`config.mk`:
```
export PLATFORM = sky130hd
export DESIGN_NAME = mux_result_buffer
export DESIGN_NICKNAME = d
export VERILOG_FILES = /design/src/rtl/mux_result_buffer.sv
export SDC_FILE = /design/constraint.sdc
export NUM_CORES = 1
export LEC_CHECK = 0
export ABC_CLOCK_PERIOD_IN_PS = 2000
export CAP_MARGIN = 20
export CORE_MARGIN = 4
export CORE_UTILIZATION = 35
export DETAILED_ROUTE_END_ITERATION = 16
export GPL_TIMING_DRIVEN = 0
export MAX_ROUTING_LAYER = met4
export PLACE_DENSITY = 0.62
export SYNTH_ARGS = -nofsm -noshare
export SYNTH_HDL_FRONTEND = slang
export SYNTH_SLANG_ARGS = --single-unit
```
`constraint.sdc`:
```
create_clock -name clk -period 2 [get_ports clk]
set_input_delay 0.5 -clock clk [delete_from_list [all_inputs] [get_ports clk]]
set_output_delay 0.5 -clock clk [all_outputs]
set_load 0.05 [all_outputs]
```
`src/rtl/mux_result_buffer.sv`:
```
// Two-entry registered skid buffer behind the ALU operand/result mux.
// The mux word and its select tag travel together under a valid/ready handshake.
module mux_result_buffer #(
  parameter int N  = 8,
  parameter int CW = 16
) (
  input  logic          clk,
  input  logic          rst,
  input  logic          flush,
  input  logic [N-1:0]  in_data,
  input  logic          in_sel,
  input  logic          in_valid,
  output logic          in_ready,
  output logic [N-1:0]  out_data,
  output logic          out_sel,
  output logic          out_valid,
  input  logic          out_ready,
  output logic [1:0]    level,
  output logic [CW-1:0] xfer_count
);

  typedef enum logic [1:0] {
    EMPTY = 2'd0,
    ONE   = 2'd1,
    FULL  = 2'd2
  } state_t;

  state_t         state_p0;
  logic [N-1:0]   skid_data_p0;
  logic           skid_sel_p0;
  logic           in_fire;
  logic           out_fire;

  // Handshakes use only registered flags, so there is no out_ready -> in_ready path.
  assign in_fire  = in_valid & in_ready;
  assign out_fire = out_valid & out_ready;

  // Stage p0: state, main (out_*) and skid registers, delivered-word counter
  always_ff @(posedge clk) begin
    if (rst) begin
      state_p0     <= EMPTY;
      in_ready     <= 1'b1;
      out_valid    <= 1'b0;
      level        <= 2'd0;
      out_data     <= '0;
      out_sel      <= 1'b0;
      skid_data_p0 <= '0;
      skid_sel_p0  <= 1'b0;
      xfer_count   <= '0;
    end else if (flush) begin
      // Handshakes coinciding with flush are dropped and not counted.
      state_p0  <= EMPTY;
      in_ready  <= 1'b1;
      out_valid <= 1'b0;
      level     <= 2'd0;
    end else begin
      if (out_fire) begin
        xfer_count <= xfer_count + CW'(1);
      end
      case (state_p0)
        EMPTY: begin
          if (in_fire) begin
            out_data  <= in_data;
            out_sel   <= in_sel;
            out_valid <= 1'b1;
            level     <= 2'd1;
            state_p0  <= ONE;
          end
        end
        ONE: begin
          if (in_fire && out_fire) begin
            out_data <= in_data;
            out_sel  <= in_sel;
          end else if (in_fire) begin
            skid_data_p0 <= in_data;
            skid_sel_p0  <= in_sel;
            in_ready     <= 1'b0;
            level        <= 2'd2;
            state_p0     <= FULL;
          end else if (out_fire) begin
            out_valid <= 1'b0;
            level     <= 2'd0;
            state_p0  <= EMPTY;
          end
        end
        FULL: begin
          if (out_fire) begin
            out_data <= skid_data_p0;
            out_sel  <= skid_sel_p0;
            in_ready <= 1'b1;
            level    <= 2'd1;
            state_p0 <= ONE;
          end
        end
        default: begin
          state_p0  <= EMPTY;
          in_ready  <= 1'b1;
          out_valid <= 1'b0;
          level     <= 2'd0;
        end
      endcase
    end
  end

endmodule

```
==> impl_metrics.env <==
export IMPL_status="complete, no violations"
export IMPL_hold_buffers=0
export IMPL_max_cap_viol_count=0
export IMPL_yosysWarnings=0
export IMPL_dr_pass1_iters=4
export IMPL_htree_levels=2
export IMPL_syn_mean_instance_area_um2=9.252
export IMPL_hpwl_mm=2.743
export IMPL_drive_gt1_frac=0.07860
export IMPL_vias_per_cell=5.217
export IMPL_setup_ws_ns=0.04510
export IMPL_hold_violations=0
export IMPL_tightest_slew_ns=0.6657
export IMPL_grt_overflow=0
export IMPL_path_buf_inv=1
export IMPL_ir_drop_v=0.0004051
export IMPL_critPathArrivalTime_ns=1.45
export IMPL_crit_chain="clkdlybuf4s50_1"
export IMPL_synth_edf_count=0
export IMPL_finalPower_mw=1.794
export IMPL_hold_path_endpoint="xfer_count[15]"
export IMPL_worstSkewPairLatency_ns=0.29
export IMPL_antenna_cells=0
export IMPL_wl_per_cell_um=13.99
export IMPL_clock_sinks=38
export IMPL_postCtsSetupRepairBufs=0
export IMPL_port_buffers=41
export IMPL_slowest_stage="clkdlybuf4s50_1"
export IMPL_synth_seq_cells=38
export IMPL_synth_top_area_share=0.4568
export IMPL_drc_errors=0
export IMPL_grt_max_degree=14
export IMPL_die_h_um=76.98
export IMPL_hold_class="reg2reg"
export IMPL_grt_pass1_vias=1416
export IMPL_multi_input_area_um2=862.1
export IMPL_place_congestion=0.8337
export IMPL_antenna_found_initial=0
export IMPL_setup_violations_final=0
export IMPL_wirelength_mm=3.932
export IMPL_yosysTopAreaCell="dfxtp_1"
export IMPL_row_count=24
export IMPL_grt_util_all_layers=0.1385
export IMPL_grt_pass1_wl_mm=6.486
export IMPL_power_density_nw_per_um2=787.2
export IMPL_netlist_top_cells_count="dfxtp_1, nor2_1, mux2i_1"
export IMPL_fmax_mhz=511.5
export IMPL_crit_fanout=2
export IMPL_die_w_um=76.98
export IMPL_cp_end_kind="primary output"
export IMPL_critPathKind="reg2out"
export IMPL_ys_top_cells_by_area="dfxtp_1, mux2i_1, nor2_1, a311oi_1, a21oi_1"
export IMPL_yosysSeqAreaShare=0.4568
export IMPL_core_area_um2=4474
export IMPL_yosysMostFrequentCell="dfxtp_1"
export IMPL_post_route_period_util=0.9775
export IMPL_nNetsFinal=243
export IMPL_skew_ns=0.009769
export IMPL_cts_buffers=5
export IMPL_cts_tree="done"
export IMPL_slew_headroom=0.5562
export IMPL_fp_dieArea_um2=5926
export IMPL_r2r_setup_slack_ns=0.21
export IMPL_syn_area_um2=1665
export IMPL_fillers=449
export IMPL_hold_start="xfer_count[15]"
export IMPL_async_flop_share=0
export IMPL_ys_flop_type="dfxtp_1"
export IMPL_syn_inst=180
export IMPL_cp_required_ns=1.50
export IMPL_slew_viol_final=0
export IMPL_cts_max_path_buffers=2
export IMPL_seqCellArea_um2=762.0
export IMPL_clk_pin_slew_ns=0.08
export IMPL_dr_total_vias=1466
export IMPL_r2r_start="state_p0[0]"
export IMPL_ys_types=33
export IMPL_ant_nets=0
export IMPL_start_util=0.3722
export IMPL_syn_num_nets=195
export IMPL_rr_worst_depth=5
export IMPL_critPathLaunchType="flop"
export IMPL_reg2reg_to="skid_sel_p0"
export IMPL_area_growth_pct=36.81
export IMPL_place_ws_ns=-0.4697
export IMPL_hold_ws_ns=0.4904
export IMPL_cpLargestDelayFamily="buffers and inverters"
export IMPL_ioPinCount=43
export IMPL_cts_root_buf="clkbuf_8"
export IMPL_final_min_clock_period_ns=1.955
export IMPL_worst_path_largest_cell_delay_ns=0.81
export IMPL_drt_initial_drc_count=69
export IMPL_leakage_nw=0.9642
export IMPL_whs_path_depth=2
export IMPL_grt_setup_unrepaired="no"
## metal layers
layer / wire length (um) / vias to the layer above / GRT usage
met5: 0 / - / -
met4: 34 / 0 / 0.04804
met3: 181 / 5 / 0.03864
met2: 1847 / 32 / 0.2091
met1: 1869 / 687 / 0.1783
li1: - / 742 / -
## metrics by stage
step,util,area (um2),setup TNS [ns],cells
global route,0.5092,2278,0,281
global placement,0.4787,2142,-9.486,273
finish,0.5092,2278,0,281
floorplan,-,1667,0,180
CTS,0.5045,2257,0,281
detailed placement,0.4787,2142,-9.349,273
## registers in the layout, indices dropped and copies added (netlist names)
| register | cells |
|---|---|
| in_ready | 1 |
| out_data | 8 |
| out_sel | 1 |
| out_valid | 1 |
| skid_data_p0 | 8 |
| skid_sel_p0 | 1 |
| state_p0 | 2 |
| xfer_count | 16 |
## layout by cell type, fill, tap and decap left out, types with 2 or more instances in the layout
cell type,n
and3_1,2
nor3_1,3
a21oi_1,15
nor4_1,2
a311oi_1,9
nand4_2,2
inv_1,4
buf_2,3
nor2_1,22
o21ai_0,6
clkbuf_1,5
clkdlybuf4s50_1,20
nand2_1,11
xnor2_1,7
bufinv_16,2
clkbuf_8,5
or3_1,4
mux2i_1,18
dlymetal6s2s_1,3
nand3b_1,3
xor2_1,5
dlygate4sd2_1,18
dfxtp_1,37
nand4_1,3
nand3_1,3
## what timing repair did
action	in CTS	in global routing
endpoints found under the setup margin	38	5
pin swaps	1	0
gates resized for setup	19	5
gates cloned	0	0
## cell type report
| class | instances | share of cell area |
|---|---|---|
| Buffer | 9 | 0.01647 |
| Timing Repair Buffer | 41 | 0.1735 |
| Sequential cell | 38 | 0.3344 |
| Clock inverter | 3 | 0.03020 |
| Multi-Input combinational cell | 128 | 0.3784 |
| Tap cell | 52 | 0.02856 |
| Inverter | 5 | 0.008237 |
| Clock buffer | 5 | 0.03020 |
## where the power goes
part | internal, mW | switching (mW)
combinational | 0.0808 | 0.134
sequential | 0.776 | 0.0150
clock | 0.500 | 0.288
total | 1.36 | 0.437
## worst max-delay path by stage
| stage | startpoint | end | slack [ns] | cells past startpoint |
|---|---|---|---|---|
| 5_1_grt | out_data[4] | out_data[4] | 0.005 | 1 |
| 6_report | out_data[4] | out_data[4] | 0.05 | 1 |
| 3_5_place_dp | out_ready | skid_data_p0[4] | -0.47 | 6 |
| 3_3_place_gp | out_ready | skid_data_p0[7] | -0.45 | 6 |
| 4_1_cts | xfer_count[5] | xfer_count[5] | 0.008 | 1 |
| 2_1_floorplan | xfer_count[4] | xfer_count[13] | 0.008 | 4 |
## cell families after synthesis
group | count (synthesis) | synth area share
multiplexers | 18 | 0.1082
AND/OR/NAND/NOR | 61 | 0.1901
AO/OA/AOI/OAI | 36 | 0.1405
buffers and inverters | 14 | 0.03380
XOR/XNOR | 12 | 0.06311
flip-flops | 38 | 0.4568
adder cells (fa/ha/maj) | 1 | 0.007512
No activity file was read; power rests on OpenSTA's default activity.
==> patch 1, RTL diff (config.mk and constraints unchanged) <==
The parameter `CW` goes from 16 to 32.
--- a/src/rtl/mux_result_buffer.sv
+++ b/src/rtl/mux_result_buffer.sv
@@ -2,7 +2,7 @@
 // The mux word and its select tag travel together under a valid/ready handshake.
 module mux_result_buffer #(
   parameter int N  = 8,
-  parameter int CW = 16
+  parameter int CW = 32
 ) (
   input  logic          clk,
   input  logic          rst,
Ports: changed (resized xfer_count); port bits go from 43 to 59. No check against the original RTL was run, so the function may have changed too.
==> patch 1 against the unedited design <==
Register-to-register slack worse by 0.15 ns; largest power group unchanged; area after synthesis grew 53%; critical endpoint is now out_valid; non-clock buffer count increased by 30; setup slack improved by 0.0049 ns; cell count rose by 60%; wire length grew 65%; total power is 21% higher; critical path type unchanged; design area grew 53%; sequential cell count is 16 higher; global-route usage is 1.4 points higher; largest cell class unchanged.
==> patch 1: results (changes against the unedited design) <==
| Metric | Value |
|---|---|
| Status | `finished, final reports clean` |
| 1st-iter DRT viols | `83 (+20%)` |
| Non-Filler Instances | `450 (+60%)` |
| Vias per cell | `5.28 (+1.1%)` |
| Final nets | `368 (+51%)` |
| Gpl congestion | `0.809 (-3.0%)` |
| Library cells used by synthesis | `39 (+18%)` |
| Clock slew at reported path FFs | `0.10 ns (+0.02 ns)` |
| CP peak stage delay | `0.79 ns (-0.02 ns)` |
| Placed cells | `439 (+61%)` |
| Peak supply drop | `0.000272 V (-33%)` |
| Pin count of the biggest net entering global routing | `17 (+3)` |
| GR Util met2 | `23.5% (+2.6 points)` |
| GR Util met3 | `2.90% (-0.97 points)` |
| Post-DP HPWL | `4510 µm (+64%)` |
| M1 GR Usage | `20.9% (+3.0 points)` |
| Syn_nets | `302 (+55%)` |
| Layout cells sized above 1 | `16.4% (+8.5 points)` |
| Sequential fraction of the synthesis area | `42.4% (-3.3 points)` |
| First-pass GRT wire length | `10600 µm (+63%)` |
| Vias in the first global route | `2160 (+53%)` |
| Dpl ws | `-0.656 ns (-0.186 ns)` |
| Post-route clock skew | `0.00611 ns (-0.00366 ns)` |
| Port Buf Inserts | `56 (+37%)` |
| Ranking of synthesized cells by area | `dfxtp_1, a211oi_1, a21oi_1, mux2_2, nor2_1` |
| Synth top cells by count | `dfxtp_1, nor2_1, a21oi_1` |
| Slew Limit Headroom | `64.7% (+9.1 points)` |
## patch 1: cell count changes after synthesis, sizes merged, moves of 4 or more
| cell | delta |
|---|---|
| nand4 | +6 |
| inv | +8 |
| a21oi | +8 |
| a211oi | +18 |
| a311oi | -9 |
| o31ai | +12 |
| nor2 | +4 |
| mux2 | +9 |
| or4 | +12 |
| clkbuf | +12 |
| mux2i | -9 |
| dfxtp | +16 |
| nand3 | +8 |
## patch 1: layout make-up
| class | count | area (µm²) |
|---|---|---|
| fillers | 681 | 3470 |
| well taps | 96 | 120 |
| clock buffers | 7 | 108 |
| inverters | 12 | 45.0 |
| plain buffers | 18 | 95.1 |
| flip-flops and latches | 54 | 1130 |
| repair buffers | 62 | 573 |
| multi-input cells | 200 | 1380 |
| clock inverters | 1 | 30.0 |
## patch 1: power breakdown
group / leakage (nW) / switching (mW) / internal [mW] / total, mW
Combinational: 0.971 / 0.148 / 0.0884 / 0.236
Clock: 0.0696 / 0.357 / 0.484 / 0.841
Sequential: 0.449 / 0.0138 / 1.08 / 1.10
Total: 1.49 / 0.519 / 1.65 / 2.17
## patch 1: timing repair
action,4_1_cts,5_1_grt
buffers inserted,3,3
endpoints found under the setup margin,71,24
pin swaps,0,2
resized for setup,41,22
## patch 1: path summary, 6_finish.rpt
kind / start / end / slack [ns]
setup reg to reg: xfer_count[4]$_SDFFE_PP0P_ / xfer_count[26]$_SDFFE_PP0P_ / 0.06
hold reg to reg: out_data[4]$_SDFFE_PP0P_ / out_data[4]$_SDFFE_PP0P_ / 0.46
setup / recovery: out_valid$_SDFFE_PP0P_ / out_valid / 0.05
hold / removal: out_data[4]$_SDFFE_PP0P_ / out_data[4]$_SDFFE_PP0P_ / 0.46
## patch 1: cells by family (layout without fill, tap and decap cells)
family	Yosys count	after routing	share of synthesized area, %
adder cells (fa/ha/maj)	1	1	0.490
flip-flops	54	54	42.4
AND/OR/NAND/NOR	101	101	23.0
AO/OA/AOI/OAI	68	68	16.9
multiplexers	18	18	7.50
buffers and inverters	33	100	5.69
XOR/XNOR	12	12	4.12
## patch 1: layer usage
metal,vias to the layer above,wire length (µm)
met2,54,3030
li1,1190,-
met1,1126,3140
met4,0,38
met5,-,0
met3,4,274
==> patch 2, RTL diff (same settings) <==
Without the edit above. Reset style: asynchronous (`rst`), changed in one clocked block.
--- a/src/rtl/mux_result_buffer.sv
+++ b/src/rtl/mux_result_buffer.sv
@@ -36,7 +36,7 @@
   assign out_fire = out_valid & out_ready;
 
   // Stage p0: state, main (out_*) and skid registers, delivered-word counter
-  always_ff @(posedge clk) begin
+  always_ff @(posedge clk or posedge rst) begin
     if (rst) begin
       state_p0     <= EMPTY;
       in_ready     <= 1'b1;
Behaviour: differs if rst is asserted again (counterexample within 4 cycles, from zero or initial values and one cycle with rst high); with rst held inactive, the same outputs for 10 cycles.
==> patch 2 against the unedited design <==
Register-to-register slack better by 0.07 ns; area after synthesis grew 5.5%; cell count is 6.8% lower; sequential cell count unchanged; core utilization fell by 1.1 points; design area grew 4.6%; wire length fell by 3.5%; setup slack improved by 0.0034 ns; critical endpoint is now out_data[7]; largest cell class is now sequential cells; highest routed layer unchanged.
Power is not compared: it rests on default switching activity, and its combinational part moved more than twofold at a synthesized area within 25%.
==> patch 2: results (changes against the unedited design) <==
| Metric | Value |
|---|---|
| Status | `finished, final reports clean` |
| 1st-iter DRT viols | `31 (-55%)` |
| Dpl ws | `-0.303 ns (+0.167 ns)` |
| Synth top cells by count | `dfrtp_1, nand2_1, nor2_1` |
| DR WL met2 | `1930 µm (+4.6%)` |
| Skew-Pair Late Insertion Delay | `0.29 ns (about the same)` |
| Arrival time worst endpoint | `1.45 ns (about the same)` |
| DP Area | `2260 µm² (+5.5%)` |
| Library cells used by synthesis | `30 (-9.1%)` |
| Vias in the first global route | `1311 (-7.4%)` |
| Min-delay src | `xfer_count[15]$_DFFE_PP0P_` |
| Hold Path Sink | `xfer_count[15]$_DFFE_PP0P_` |
| All-Layer GR Usage | `13.7% (-0.14 points)` |
| WL met3 | `176 µm (-2.8%)` |
| Setup TNS | `0 ns (unchanged)` |
| Total CTS buffers | `5 (unchanged)` |
| Root Buffer | `clkbuf_8` |
| Biggest regs | `xfer_count: 16 flops, out_data: 8 flops, skid_data_p0: 8 flops` |
| Reg2reg start | `in_ready$_DFFE_PP1P_` |
| Uppermost layer routed | `met4` |
| Vias per cell | `4.84 (-7.3%)` |
| Gpl congestion | `0.757 (-9.2%)` |
| Crit. Startpoint | `out_data[7]$_DFFE_PP0P_` |
| Post-route clock skew | `0.00874 ns (-0.00103 ns)` |
| First-pass GRT wire length | `6380 µm (-1.7%)` |
| Port Buf Inserts | `42 (+2.4%)` |
| Tmin final | `1.95 ns (-0.00340 ns)` |
| Sequential fraction of the synthesis area | `54.2% (+8.5 points)` |
| Hold WS | `0.493 ns (+0.00262 ns)` |
| Clock slew at reported path FFs | `0.08 ns (about the same)` |
| Max FO, Critical Path | `2 (unchanged)` |
| Syn_nets | `161 (-17%)` |
| Syn avg cell area | `12.0 µm² (+30%)` |
| R2R Setup Slk | `0.28 ns (+0.07 ns)` |
| Layout cells sized above 1 | `13.8% (+6.0 points)` |
| Max cap viols | `0 (unchanged)` |
| Routed WL | `3790 µm (-3.5%)` |
| Routed wire per std cell | `14.5 µm (+3.5%)` |
| Slew Limit Headroom | `47.6% (-8.1 points)` |
| Antenna violations before repair | `0 (unchanged)` |
| Hold Path Cell Cnt | `1 (-1)` |
| CP peak stage delay | `0.81 ns (about the same)` |
| Top delay family on crit path | `buffers and inverters` |
| Pin count of the biggest net entering global routing | `39 (+25)` |
| Worst-case reg-to-reg path depth | `4 (-1)` |
| CP endpoint | `out_data[7]` |
| Setup Fix Bufs, Post-CTS | `0 (unchanged)` |
| Number of diodes | `0 (unchanged)` |
| H-tree lvl count | `2 (unchanged)` |
| Post-DP HPWL | `2750 µm (+0.27%)` |
| Placed cells | `255 (-6.6%)` |
| Leakage power | `1.25 nW` |
| Ys async rst share | `100% (+100 points)` |
| Final nets | `210 (-14%)` |
| Met1 wire length | `1630 µm (-13%)` |
| Worst r2r dst | `skid_data_p0[1]$_DFFE_PP0P_` |
| Peak supply drop | `0.000484 V` |
| Ranking of synthesized cells by area | `dfrtp_1, mux2_4, xnor2_1, mux2i_1, nand2_1` |
| Worst min-delay path class | `register to register` |
| Pre-Repair DR Iteration Count | `4 (unchanged)` |
## patch 2: cell count changes in the layout (fill, tap and decap cells not counted), sizes merged, moves of 6 or more
cell          change
dfrtp            +37
dfxtp            -38
nor2              -7
mux2              +9
dlymetal6s2s      +6
a311oi            -9
mux2i             -9
## patch 2: final cells by class
cell class | count | area (µm²) | share of cell area, %
plain buffers | 4 | 38.8 | 1.63
inverters | 2 | 7.51 | 0.315
well taps | 67 | 83.8 | 3.52
repair buffers | 42 | 422 | 17.7
clock inverters | 1 | 30.0 | 1.26
flip-flops and latches | 38 | 952 | 39.9
multi-input cells | 102 | 767 | 32.2
clock buffers | 6 | 82.6 | 3.46
## patch 2: repair_timing
item | in CTS | in global routing
pin swaps | 0 | 0
endpoints found under the setup margin | 18 | 17
hold endpoints to repair | 0 | 0
gates resized for setup | 18 | 9
## patch 2: metal layers
layer / global-route usage (%) / up-vias
met2: 23.3 / 26
met1: 15.2 / 633
met3: 4.54 / 6
met4: 4.81 / 0
met5: - / -
li1: - / 602
## patch 2: cells by family (layout without fill, tap and decap cells)
family / after synthesis / in the layout / synth area share [%]
simple gates: 49 / 49 / 14.5
fa+ha+maj: 1 / 1 / 0.712
flops: 38 / 38 / 54.2
mux: 18 / 18 / 12.8
compound gates: 19 / 19 / 7.62
buf+inv: 6 / 55 / 2.64
xor+xnor: 15 / 15 / 7.48
## patch 2: where the power goes
| part | internal, mW | switching (mW) |
|---|---|---|
| Sequential | 0.984 | 0.154 |
| Combinational | 0.439 | 0.681 |
| Clock | 0.399 | 0.266 |
| Total | 1.82 | 1.10 |
